File: src/rtl/fifo_param_if.sv
// ============================================================================
// Module      : fifo_param_if
// Description : Handshake/data bundle between a FIFO user and fifo_param.
// Revision    : 1.0 - initial release
// ============================================================================
`default_nettype none

interface fifo_param_if #(
  parameter int BUS_SIZE   = 5,
  parameter int ADDR_WIDTH = 3
);
  logic                  push;
  logic                  pop;
  logic [BUS_SIZE-1:0]   data_in;
  logic [ADDR_WIDTH-1:0] af_thr;
  logic [ADDR_WIDTH-1:0] ae_thr;
  logic [BUS_SIZE-1:0]   data_out;
  logic                  valid_out;
  logic [ADDR_WIDTH:0]   fill_count;
  logic                  full;
  logic                  empty;
  logic                  almost_full;
  logic                  almost_empty;
  logic                  error;

  modport master (
    output push, pop, data_in, af_thr, ae_thr,
    input  data_out, valid_out, fill_count, full, empty,
           almost_full, almost_empty, error
  );

  modport slave (
    input  push, pop, data_in, af_thr, ae_thr,
    output data_out, valid_out, fill_count, full, empty,
           almost_full, almost_empty, error
  );
endinterface

`default_nettype wire

File: src/rtl/fifo_param.sv
// ============================================================================
// Module      : fifo_param
// Description : Parametrised synchronous FIFO with occupancy count, threshold
//               flags and sticky overflow/underflow error.
// Revision    : 1.0 - initial release
// ============================================================================
`default_nettype none

module fifo_param #(
  parameter int BUS_SIZE   = 5,
  parameter int ADDR_WIDTH = 3
) (
  input  wire logic       clk,
  input  wire logic       reset_L,
  fifo_param_if.slave     bus
);

  localparam int                  MEM_LENGTH = 1 << ADDR_WIDTH;
  localparam logic [ADDR_WIDTH:0] c_DEPTH    = (ADDR_WIDTH + 1)'(MEM_LENGTH);

  logic [BUS_SIZE-1:0]   r_mem [MEM_LENGTH];
  logic [ADDR_WIDTH-1:0] r_wr_ptr;
  logic [ADDR_WIDTH-1:0] r_rd_ptr;
  logic [ADDR_WIDTH:0]   r_count;
  logic [BUS_SIZE-1:0]   r_data_out;
  logic                  r_valid;
  logic                  r_error;

  logic                  w_full;
  logic                  w_empty;
  logic                  w_pop_ok;
  logic                  w_push_ok;

  assign w_full    = (r_count == c_DEPTH);
  assign w_empty   = (r_count == '0);
  assign w_pop_ok  = bus.pop && !w_empty;
  // A full FIFO can still take a write when the same edge frees a slot.
  assign w_push_ok = bus.push && (!w_full || w_pop_ok);

  // Storage is deliberately left out of reset.
  always_ff @(posedge clk) begin
    if (w_push_ok) begin
      r_mem[r_wr_ptr] <= bus.data_in;
    end
  end

  always_ff @(posedge clk or negedge reset_L) begin
    if (!reset_L) begin
      r_wr_ptr   <= '0;
      r_rd_ptr   <= '0;
      r_count    <= '0;
      r_data_out <= '0;
      r_valid    <= 1'b0;
      r_error    <= 1'b0;
    end else begin
      r_valid <= w_pop_ok;
      if (w_push_ok) begin
        r_wr_ptr <= r_wr_ptr + 1'b1;
      end
      if (w_pop_ok) begin
        r_rd_ptr   <= r_rd_ptr + 1'b1;
        r_data_out <= r_mem[r_rd_ptr];
      end
      if (w_push_ok && !w_pop_ok) begin
        r_count <= r_count + 1'b1;
      end else if (w_pop_ok && !w_push_ok) begin
        r_count <= r_count - 1'b1;
      end
      if ((bus.push && !w_push_ok) || (bus.pop && !w_pop_ok)) begin
        r_error <= 1'b1;
      end
    end
  end

  assign bus.data_out     = r_data_out;
  assign bus.valid_out    = r_valid;
  assign bus.fill_count   = r_count;
  assign bus.full         = w_full;
  assign bus.empty        = w_empty;
  assign bus.almost_full  = (c_DEPTH - r_count) <= {1'b0, bus.af_thr};
  assign bus.almost_empty = r_count <= {1'b0, bus.ae_thr};
  assign bus.error        = r_error;

endmodule

`default_nettype wire

File: src/flat_wrapper.sv
// flat-port wrapper written by rule: the top's interface ports become plain ports
module fifo_param_flat 
#(
  parameter int BUS_SIZE   = 5,
  parameter int ADDR_WIDTH = 3
)
  (clk, reset_L, bus_push, bus_pop, bus_data_in, bus_af_thr, bus_ae_thr, bus_data_out, bus_valid_out, bus_fill_count, bus_full, bus_empty, bus_almost_full, bus_almost_empty, bus_error);
  fifo_param_if #(.BUS_SIZE(BUS_SIZE), .ADDR_WIDTH(ADDR_WIDTH)) bus_i ();
  input  wire logic clk;
  input  wire logic reset_L;
  input wire logic [$bits(bus_i.push)-1:0] bus_push;
  input wire logic [$bits(bus_i.pop)-1:0] bus_pop;
  input wire logic [$bits(bus_i.data_in)-1:0] bus_data_in;
  input wire logic [$bits(bus_i.af_thr)-1:0] bus_af_thr;
  input wire logic [$bits(bus_i.ae_thr)-1:0] bus_ae_thr;
  output wire logic [$bits(bus_i.data_out)-1:0] bus_data_out;
  output wire logic [$bits(bus_i.valid_out)-1:0] bus_valid_out;
  output wire logic [$bits(bus_i.fill_count)-1:0] bus_fill_count;
  output wire logic [$bits(bus_i.full)-1:0] bus_full;
  output wire logic [$bits(bus_i.empty)-1:0] bus_empty;
  output wire logic [$bits(bus_i.almost_full)-1:0] bus_almost_full;
  output wire logic [$bits(bus_i.almost_empty)-1:0] bus_almost_empty;
  output wire logic [$bits(bus_i.error)-1:0] bus_error;
  assign bus_i.push = bus_push;
  assign bus_i.pop = bus_pop;
  assign bus_i.data_in = bus_data_in;
  assign bus_i.af_thr = bus_af_thr;
  assign bus_i.ae_thr = bus_ae_thr;
  assign bus_data_out = bus_i.data_out;
  assign bus_valid_out = bus_i.valid_out;
  assign bus_fill_count = bus_i.fill_count;
  assign bus_full = bus_i.full;
  assign bus_empty = bus_i.empty;
  assign bus_almost_full = bus_i.almost_full;
  assign bus_almost_empty = bus_i.almost_empty;
  assign bus_error = bus_i.error;
  fifo_param #(.BUS_SIZE(BUS_SIZE), .ADDR_WIDTH(ADDR_WIDTH)) u_core (.clk(clk), .reset_L(reset_L), .bus(bus_i));
endmodule
File: config.mk
export PLATFORM = sky130hd
export DESIGN_NAME = fifo_param_flat
export DESIGN_NICKNAME = d
export VERILOG_FILES = /design/src/rtl/fifo_param_if.sv /design/src/rtl/fifo_param.sv /design/src/flat_wrapper.sv
export SDC_FILE = /design/constraint.sdc
export NUM_CORES = 1
export LEC_CHECK = 0
export ABC_CLOCK_PERIOD_IN_PS = 3100
export BUFFER_PORTS_ARGS = -buffer_cell sky130_fd_sc_hd__buf_4
export CAP_MARGIN = 5
export CORE_ASPECT_RATIO = 1.25
export CORE_UTILIZATION = 45
export CTS_CLUSTER_SIZE = 10
export DETAILED_ROUTE_END_ITERATION = 8
export PLACE_DENSITY = 0.65
export SLEW_MARGIN = 20
export SYNTH_ARGS = -nofsm -noshare
export SYNTH_HDL_FRONTEND = slang
export SYNTH_SLANG_ARGS = --single-unit
File: constraint.sdc
create_clock -name clk -period 3.1 [get_ports clk]
set_clock_uncertainty 0.2 [all_clocks]
set_input_delay 0.155 -clock clk [delete_from_list [all_inputs] [get_ports clk]]
set_output_delay 0.155 -clock clk [all_outputs]
set_load 0.02 [all_outputs]
* Yosys cells after proc, flatten, opt, wreduce, memory -nomap -nowiden
Memories as Yosys holds them, arrays and structs flattened. A register that Yosys moved wholly into a read port is not among the register bits. Index checks and enable logic that the tools add are counted. W data, S select, Z words.
Storage, ports and cells: memories kept 1, bits in writable memories 40, logic and storage cells 33, flip-flop bits (word level) 12, input bits 15
Cells by class: add/sub/neg operators 5, magnitude comparators 2, multiplexer cells 4, reduce and logical (&&, ||, !) cells 15, eq/ne operators 1
Memories:
- u_core.r_mem | depth 8, width 5, rd ports 1, clocked after Yosys merged registers in 1, write ports 1, RTL line fifo_param.sv:21 | logic [BUS_SIZE-1:0] r_mem [MEM_LENGTH];
Operators by type and width (number):
- $le A4 B3 Y1 | 2
- $mux W4 | 2
- $add A3 B1 Y3 const B | 2
- $logic_and A1 B1 Y1 | 6
- $logic_not A1 Y1 | 5
- $add A4 B1 Y4 const B | 1
- $eq A4 B4 Y1 const B | 1
- $logic_not A4 Y1 | 1
- $sub A4 B1 Y4 const B | 1
- $sub A4 B4 Y4 const A | 1
- $logic_or A1 B1 Y1 | 2
- $mux W1 | 2
- $reduce_bool A2 Y1 | 1

* Logic depth before layout (Yosys ltp)
Gate-level depths: netlist of the first run.
depth in word-level cells 9, depth in mapped cells 13

* Worst setup path after synthesis of the first run
Ideal clock, no wire load.
kind register to register, start point reg u_core.r_count[0] (netlist: u_core.bus.fill_count[0]), end point reg u_core.r_count[3] (netlist: u_core.bus.fill_count[3]), arrival time 3106 ps, clock period less this slack 3443 ps, slack -343 ps, stages on the path, launching flop included 13, setup time 136 ps, path buffers 1, cells stage by stage dfrtp_1 > inv_1 > ha_1 > nor3b_1 > nor2_2 > buf_6 > inv_1 > ha_1 > inv_1 > ha_1 > a21o_1 > a2111oi_0 > o31ai_1
Between the ends: word-level cells in the longest chain between the ends 8
Ends and longest elaborated chain:
- start: declaration | RTL line fifo_param.sv:24 | logic [ADDR_WIDTH:0] r_count;
- start signal: assignment | RTL line fifo_param.sv:65 | r_count <= r_count + 1'b1;
- start signal: assignment | RTL line fifo_param.sv:67 | r_count <= r_count - 1'b1;
- $logic_not A4 Y1 (*) | RTL line fifo_param.sv:35 | assign w_empty = (r_count == '0);
- net bus_empty | RTL line flat_wrapper.sv:20 | output wire logic [$bits(bus_i.empty)-1:0] bus_empty;
- $logic_not A1 Y1 (*) | RTL line fifo_param.sv:36 | assign w_pop_ok = bus.pop && !w_empty;
- $logic_and A1 B1 Y1 (*) | RTL line fifo_param.sv:36
- net u_core.w_pop_ok | RTL line fifo_param.sv:31 | logic w_pop_ok;
- $logic_or A1 B1 Y1 | RTL line fifo_param.sv:38 | assign w_push_ok = bus.push && (!w_full || w_pop_ok);
- $logic_and A1 B1 Y1 | RTL line fifo_param.sv:38
- $logic_not A1 Y1 | RTL line fifo_param.sv:66 | end else if (w_pop_ok && !w_push_ok) begin
- $logic_and A1 B1 Y1 | RTL line fifo_param.sv:66
- $reduce_bool A2 Y1 (no source line)
The timed path passes the listed nets; every way through them passes the cells marked *. The select of a mux whose other input is x is not followed. A chain may end at the register's enable or synchronous reset.

* Final worst setup path of the first run
start point reg u_core.r_count[0] (netlist: u_core.bus.fill_count[0]), end point reg u_core.r_count[3] (netlist: u_core.bus.fill_count[3])
Between the ends: word-level cells in the longest chain between the ends 8
Ends and longest elaborated chain:
- $logic_not A4 Y1 | RTL line fifo_param.sv:35
- $logic_not A1 Y1 | RTL line fifo_param.sv:36
- $logic_and A1 B1 Y1 | RTL line fifo_param.sv:36
- $logic_or A1 B1 Y1 (*) | RTL line fifo_param.sv:38
- $logic_and A1 B1 Y1 (*) | RTL line fifo_param.sv:38
- net u_core.w_push_ok | RTL line fifo_param.sv:32 | logic w_push_ok;
- $logic_not A1 Y1 | RTL line fifo_param.sv:66
- $logic_and A1 B1 Y1 | RTL line fifo_param.sv:66
- $reduce_bool A2 Y1 (no source line)
Marked as above.

==> results of run 1 <==
area by class of cell:
| type | instances | area [um2] |
|---|---|---|
| clock buffers | 11 | 131 |
| clock inverters | 5 | 80.1 |
| fillers | 433 | 2320 |
| inverters | 14 | 52.6 |
| multi-input cells | 113 | 898 |
| flip-flops and latches | 57 | 1630 |
| well taps | 64 | 80.1 |
| repair buffers | 41 | 328 |
stage by stage:
step | std cells | worst slack [ns] | util [%]
after global routing | 305 | 0.0160 | 58.0
after detailed placement | 281 | 0.134 | 52.6
final | 305 | 0.151 | 58.0
after CTS | 305 | 0.115 | 57.9
after floorplan | 189 | 0.0136 | -
after global placement | 281 | 0.221 | 52.6
worst paths after layout:
check | startpoint | endpoint | slack [ns] | cells past startpoint
setup / recovery | u_core.bus.fill_count[0]$_DFFE_PN0P_ | u_core.bus.fill_count[3]$_DFFE_PN0P_ | 0.15 | 10
hold reg to reg | u_core.bus.error$_DFFE_PN0P_ | u_core.bus.error$_DFFE_PN0P_ | 0.32 | 1
hold / removal | reset_L | u_core.r_rd_ptr[2]$_DFFE_PN0P_ | 0.03 | 2
max in group asynchronous | reset_L | u_core.bus.fill_count[0]$_DFFE_PN0P_ | 2.46 | 2
setup reg to reg | u_core.bus.fill_count[0]$_DFFE_PN0P_ | u_core.bus.fill_count[3]$_DFFE_PN0P_ | 0.15 | 10
min in group clk | bus_push | u_core.r_wr_ptr[0]$_DFFE_PN0P_ | 0.07 | 3
flip-flops by register name, indices dropped and copies added (netlist names):
name and count:
u_core.bus.fill_count 4, u_core.bus.valid_out 1, u_core.bus.error 1, u_core.bus.data_out 5
u_core.r_wr_ptr 3, u_core.r_mem 40, u_core.r_rd_ptr 3
logic make-up (layout without fill, tap and decap cells):
family | after synthesis | after routing | share of synthesized area (%)
simple gates | 40 | 40 | 8.17
compound gates | 28 | 28 | 7.30
xor+xnor | 8 | 8 | 2.69
flops | 57 | 57 | 62.4
fa+ha+maj | 13 | 13 | 6.53
mux | 24 | 24 | 9.51
buf+inv | 19 | 71 | 3.36
placed cells by master, fill, tap and decap left out, drive strengths merged:
cell | Yosys | final
edfxtp | 40 | 40
a21o | 1 | 1
clkinv | 0 | 1
mux2i | 21 | 21
xnor2 | 5 | 5
nand2b | 5 | 5
a21oi | 4 | 4
bufinv | 0 | 2
nand3 | 7 | 7
ha | 12 | 12
nor2b | 4 | 4
clkbuf | 2 | 11
o21ai | 9 | 9
a22oi | 10 | 10
buf | 3 | 33
clkinvlp | 0 | 2
nor3 | 6 | 6
o31ai | 1 | 1
nand2 | 7 | 7
o21bai | 1 | 1
dlygate4sd3 | 0 | 8
inv | 14 | 14
mux2 | 3 | 3
dfrtp | 17 | 17
and3b | 1 | 1
nor2 | 8 | 8
a2111oi | 1 | 1
a21boi | 1 | 1
xor2 | 3 | 3
and2 | 1 | 1
fa | 1 | 1
nor3b | 1 | 1
power by group:
| part | leakage [nW] | internal [mW] | switching [mW] |
|---|---|---|---|
| Clock | 0.0995 | 0.451 | 0.290 |
| Combinational | 0.662 | 0.574 | 0.702 |
| Sequential | 0.561 | 1.01 | 0.124 |
| Total | 1.32 | 2.03 | 1.12 |
routing by layer:
layer  part of all wire, %  vias to the layer above
met2                    53                       24
li1                      -                      790
met1                    43                      756
met5                     0                        -
met3                   2.1                        7
met4                   1.8                        0
what timing repair did:
action | 4_1_cts | 5_1_grt
resized for setup | 0 | 1
hold buffers | 8 | 0
setup endpoints to repair | 0 | 1
endpoints found under the hold margin | 58 | 0
==> flow_metrics.py, run 1 <==
metrics = {
    "hold_path": {
        "hold_path_class": "in -> async",
    },
    "synthesis": {
        "synth_ff_type": "edfxtp_1",
        "synth_nets": 217,
        "yosys-top-cells-count": "40 x edfxtp_1, 21 x mux2i_1, 17 x dfrtp_1",
        "ys_seq_area_share_pct": 62.4,
        "yosys.area.top_type": "edfxtp_1",
        "synth_top_area_share_pct": 46.1,
        "async_flop_share_pct": 29.8,
        "netlist_instances": 189,
        "post-synth-top-count-cell": "edfxtp_1",
        "synthTopCellsByArea": "edfxtp_1 46%, dfrtp_1 16%, mux2i_1 8.1%",
        "syn-cell-area_mm2": 0.00260,
        "synth-edff-count": 40,
        "synth.avg_cell_area_um2": 13.8,
        "synth_cell_types": 35,
        "ys_warn_count": 0,
        "ys_ff_latch": 57,
    },
    "clocking": {
        "clk_pin_slew_ns": 0.07,
        "cts-root-buf": "clkbuf_8",
        "postCtsSetupRepairBufs": 0,
        "clk_latency_ns": 0.33,
        "cts_tree": "yes",
        "clock_path_buffers": 2,
        "cts_buffers": 9,
        "numClockSinks": 57,
        "htree_levels": 3,
    },
    "timing": {
        "finalCritPeriodShare_pct": 95.1,
        "min_period_ns": 2.95,
        "fmax_mhz": 339,
        "rsz0062_at_grt": "false",
        "holdWs_ns": 0.0284,
        "slew_headroom_pct": 60.3,
        "setup_viol": 0,
        "finalMaxSlewViolations": 0,
        "worstMarginPinSlew_ns": 0.593,
        "hold_viol": 0,
        "fin_tns_setup_ns": 0,
    },
    "floorplan": {
        "die_w_um": 70.1,
        "core-area_mm2": 0.00552,
        "num_rows": 30,
        "dieArea_mm2": 0.00610,
        "pin_count": 30,
        "die_y_um": 87.1,
        "initial_utilization_pct": 47.2,
    },
    "setup_path": {
        "arrival_ns": 2.94,
        "slowest_delay_ns": 0.43,
        "path_max_fanout": 6,
        "worstPathRequired_ns": 3.10,
        "critPathTopFamily": "compound AO/OA/AOI/OAI gates",
        "worstSetupPathType": "reg -> reg",
        "crit_path_start_kind": "flip-flop",
        "worstPathBufferInverterCount": 2,
        "slowest_stage": "dfrtp_2",
        "cp_cell_sequence": "inv_1, ha_1, and3b_1, a21boi_4, ha_2, inv_1, ha_1, a21o_1, a2111oi_0, o31ai_1",
        "worst_setup_path_end_kind": "flip-flop",
    },
    "global_route": {
        "busiest_layer": "met2",
        "antenna_found_initial": 0,
        "grt_pass1_vias": 1602,
        "grt.met2_usage_pct": 29.8,
        "met3_usage_pct": 4.17,
        "grt_max_degree": 23,
        "grt_overflow": 0,
        "met1_usage_pct": 21.4,
        "grt_pass1_wl_mm": 8.02,
        "track_usage_pct": 17.8,
    },
    "flow_run": {
        "cap_viol_max_count": 0,
    },
    "power_and_ir_drop": {
        "power_mw": 3.15,
        "leakage_nw": 1.32,
        "ir_worst_vdd_mv": 0.552,
        "powerDensity_mw_per_mm2": 985,
    },
    "outcome": {
        "status": "finished, final reports clean",
    },
    "finish": {
        "num-nets-final": 264,
        "diodes": 0,
        "drive_gt1_share_pct": 23.2,
        "syn_to_final_growth_pct": 22.8,
        "post-route-cell-area_mm2": 0.00320,
    },
    "detailed_routing": {
        "ant_nets": 0,
        "drt_iter0_drc": 117,
        "drtPass1Iterations": 4,
        "vias": 1577,
        "wl_per_cell_um": 16.1,
        "drc": 0,
        "vias_per_cell": 5.17,
        "drt_wl_total_mm": 4.90,
    },
    "placed_design": {
        "place_area_mm2": 0.00290,
        "gp_congestion": 0.763,
        "dp_hpwl_mm": 3.41,
        "io_buffers": 29,
    },
}
Power figures use the tool's default switching activity.
==> run 2, diff against run 1 <==
--- a/config.mk
+++ b/config.mk
@@ -5,6 +5,7 @@
 export SDC_FILE = /design/constraint.sdc
 export NUM_CORES = 1
 export LEC_CHECK = 0
+export ABC_AREA = 1
 export ABC_CLOCK_PERIOD_IN_PS = 3100
 export BUFFER_PORTS_ARGS = -buffer_cell sky130_fd_sc_hd__buf_4
 export CAP_MARGIN = 5
@@ -12,7 +13,7 @@
 export CORE_UTILIZATION = 45
 export CTS_CLUSTER_SIZE = 10
 export DETAILED_ROUTE_END_ITERATION = 8
-export PLACE_DENSITY = 0.65
+export PLACE_DENSITY = 0.64
 export SLEW_MARGIN = 20
 export SYNTH_ARGS = -nofsm -noshare
 export SYNTH_HDL_FRONTEND = slang
==> run 2 against run 1 <==
  * Via count up 25%
  * Register-to-register slack better by 0.29 ns
  * Clock power down 21%
  * Setup slack better by 0.29 ns
  * Non-clock buffer count down 3
  * Count of clock-buffer cells in the layout down 2
  * Sequential cell count unchanged
  * Sequential share of layout area down 2.2 points
  * Die area up 6.9%
  * Design area up 4.5%
  * Critical endpoint unchanged
  * Highest routed layer unchanged
==> flow_metrics.py, run 2 <==
metrics = {
    "timing": {
        "finalMaxSlewViolations": 0,
        "finalCritPeriodShare_pct": 85.9,
        "setup_viol": 0,
        "fmax_mhz": 376,
        "hold_viol": 0,
        "fin_ws_ns": 0.438,
        "slew_headroom_pct": 57.6,
        "rsz0062_at_grt": "false",
        "min_period_ns": 2.66,
        "fin_tns_setup_ns": 0,
        "worstMarginPinSlew_ns": 0.633,
    },
    "setup_path": {
        "worst_setup_path_end_kind": "flip-flop",
        "arrival_ns": 2.74,
        "path_max_fanout": 6,
        "worstSetupPathType": "reg -> reg",
        "crit_path_start_kind": "flip-flop",
        "worstPathRequired_ns": 3.18,
    },
    "synthesis": {
        "synthTopCellsByArea": "edfxtp_1 43%, dfrtp_1 15%, nand2_1 12%",
        "netlist_instances": 288,
        "async_flop_share_pct": 29.8,
        "synth_cell_types": 27,
        "yosys.area.top_type": "edfxtp_1",
        "syn-cell-area_mm2": 0.00279,
        "yosys-top-cells-count": "87 x nand2_1, 49 x inv_1, 40 x edfxtp_1",
        "synth-edff-count": 40,
        "synth_ff_type": "edfxtp_1",
        "ys_ff_latch": 57,
        "ys_seq_area_share_pct": 58.3,
        "synth_top_area_share_pct": 43.1,
        "ys_warn_count": 0,
        "synth.avg_cell_area_um2": 9.68,
        "post-synth-top-count-cell": "nand2_1",
        "synth_nets": 316,
    },
    "power_and_ir_drop": {
        "ir_worst_vdd_mv": 0.541,
        "power_mw": 3.04,
        "powerDensity_mw_per_mm2": 911,
        "leakage_nw": 1.58,
    },
    "outcome": {
        "status": "finished, final reports clean",
    },
    "finish": {
        "drive_gt1_share_pct": 19.0,
        "diodes": 0,
        "layout_common_cells": "87 x nand2_1, 49 x inv_1, 40 x edfxtp_1",
        "fin_util_pct": 56.7,
        "regMostFlops": "u_core.r_mem",
        "largest_reg_flops": 40,
        "syn_to_final_growth_pct": 19.8,
        "mostFrequentLayoutCell": "nand2_1",
        "num-nets-final": 359,
    },
    "clocking": {
        "clk_latency_ns": 0.33,
        "cts_buffers": 9,
        "postCtsSetupRepairBufs": 0,
        "cts-root-buf": "clkbuf_8",
        "cts_resized": 0,
        "numClockSinks": 57,
        "htree_levels": 3,
        "cts_tree": "yes",
        "clock_path_buffers": 2,
        "clk_pin_slew_ns": 0.07,
    },
    "global_route": {
        "grt_pass1_wl_mm": 9.02,
        "grt_pass1_vias": 1873,
        "grt_overflow": 0,
        "track_usage_pct": 19.1,
        "antenna_found_initial": 0,
        "grt_max_degree": 23,
    },
    "placed_design": {
        "pre_cts_slack_ns": 0.438,
        "gp_congestion": 0.833,
        "io_buffers": 29,
        "dp_hpwl_mm": 3.84,
    },
    "detailed_routing": {
        "wl_met2_mm": 2.83,
        "drt_wl_total_mm": 5.35,
        "routed.top_layer": "met4",
        "vias_per_cell": 4.71,
        "drc": 0,
        "vias": 1969,
        "drt_iter0_drc": 126,
        "route.met3.wl_um": 142,
        "wl_per_cell_um": 12.8,
        "ant_nets": 0,
        "drt-met1-wl_mm": 2.24,
        "drtPass1Iterations": 4,
    },
    "floorplan": {
        "core-area_mm2": 0.00590,
        "num_rows": 31,
        "die_w_um": 72.4,
        "pin_count": 30,
        "dieArea_mm2": 0.00652,
        "die_y_um": 90.0,
        "initial_utilization_pct": 47.3,
    },
    "flow_run": {
        "cap_viol_max_count": 0,
    },
    "hold_path": {
        "hold_path_class": "in -> async",
    },
}
[run 2: cell count changes after synthesis, moves of 5 or more]
cell / change
inv_1: +35
a22oi_1: -10
mux2i_1: -21
nand2_1: +80
nand3_1: +28
nand2b_1: -5
[run 2: worst paths after layout]
kind                                                            from                              endpoint  slack, ns  cells after the start
worst max register to register  u_core.bus.fill_count[0]$_DFFE_PN0P_  u_core.bus.fill_count[3]$_DFFE_PN0P_       0.44                     14
worst max-delay path            u_core.bus.fill_count[0]$_DFFE_PN0P_  u_core.bus.fill_count[3]$_DFFE_PN0P_       0.44                     14
min in group clk                  u_core.bus.data_out[1]$_DFFE_PN0P_    u_core.bus.data_out[1]$_DFFE_PN0P_       0.29                      2
max in group asynchronous                                    reset_L    u_core.bus.data_out[0]$_DFFE_PN0P_       2.46                      2
worst min register to register    u_core.bus.data_out[1]$_DFFE_PN0P_    u_core.bus.data_out[1]$_DFFE_PN0P_       0.29                      2
worst min-delay path                                         reset_L  u_core.bus.fill_count[3]$_DFFE_PN0P_       0.03                      2
[run 2: worst max-delay path, cell delays in order (launching register included)]
cell and delay (ns):
dfrtp_1 0.44, inv_1 0.15, ha_1 0.29, nand2_4 0.07, nor2_4 0.15, a21oi_4 0.10, ha_1 0.22, inv_1 0.13
ha_1 0.27, or2_2 0.29, nand2_1 0.07, nand3_1 0.06, nand2_1 0.06, nand2_1 0.04, nand2_1 0.05
[run 2: kinds of logic after synthesis]
logic type                 share of synthesized area, %
and+or+nand+nor                                    22.7
buffers and inverters                              8.30
xor gates and xnor gates                           1.88
AOI/OAI and AO/OA                                  2.74
DFF                                                58.3
adders and majority gates                          6.10
[run 2: where the power goes]
part | internal, mW | switching, mW | leakage [nW]
registers | 0.991 | 0.142 | 0.565
clock network | 0.287 | 0.297 | 0.0850
logic | 0.510 | 0.816 | 0.931
total | 1.79 | 1.26 | 1.58
[run 2: layer usage]
metal | global-route usage, % | vias up
li1 | - | 1005
met1 | 22.2 | 916
met2 | 31.5 | 40
met3 | 3.36 | 8
met4 | 12.9 | 0
met5 | 0 | -
[run 2: metrics by stage]
step,hold WS [ns],cells,instance area [um2]
final,0.0300,418,3340
after global routing,0.0525,418,3340
after CTS,0.0232,418,3340
after detailed placement,-0.158,394,3090
after global placement,-0.162,394,3090
after floorplan,-0.341,288,2790
[run 2: final cells by class]
cell class	instances	area (um2)
clock buffer	9	124
inverter	53	204
tap	82	103
multi-input combinational	172	931
timing repair buffer	38	305
sequential	57	1630
clock inverter	7	47.5
fill	573	2550
[run 2: timing repair]
item | CTS | global route
setup endpoints to repair | 0 | 0
hold buffers | 8 | 0
hold endpoints to repair | 65 | 0
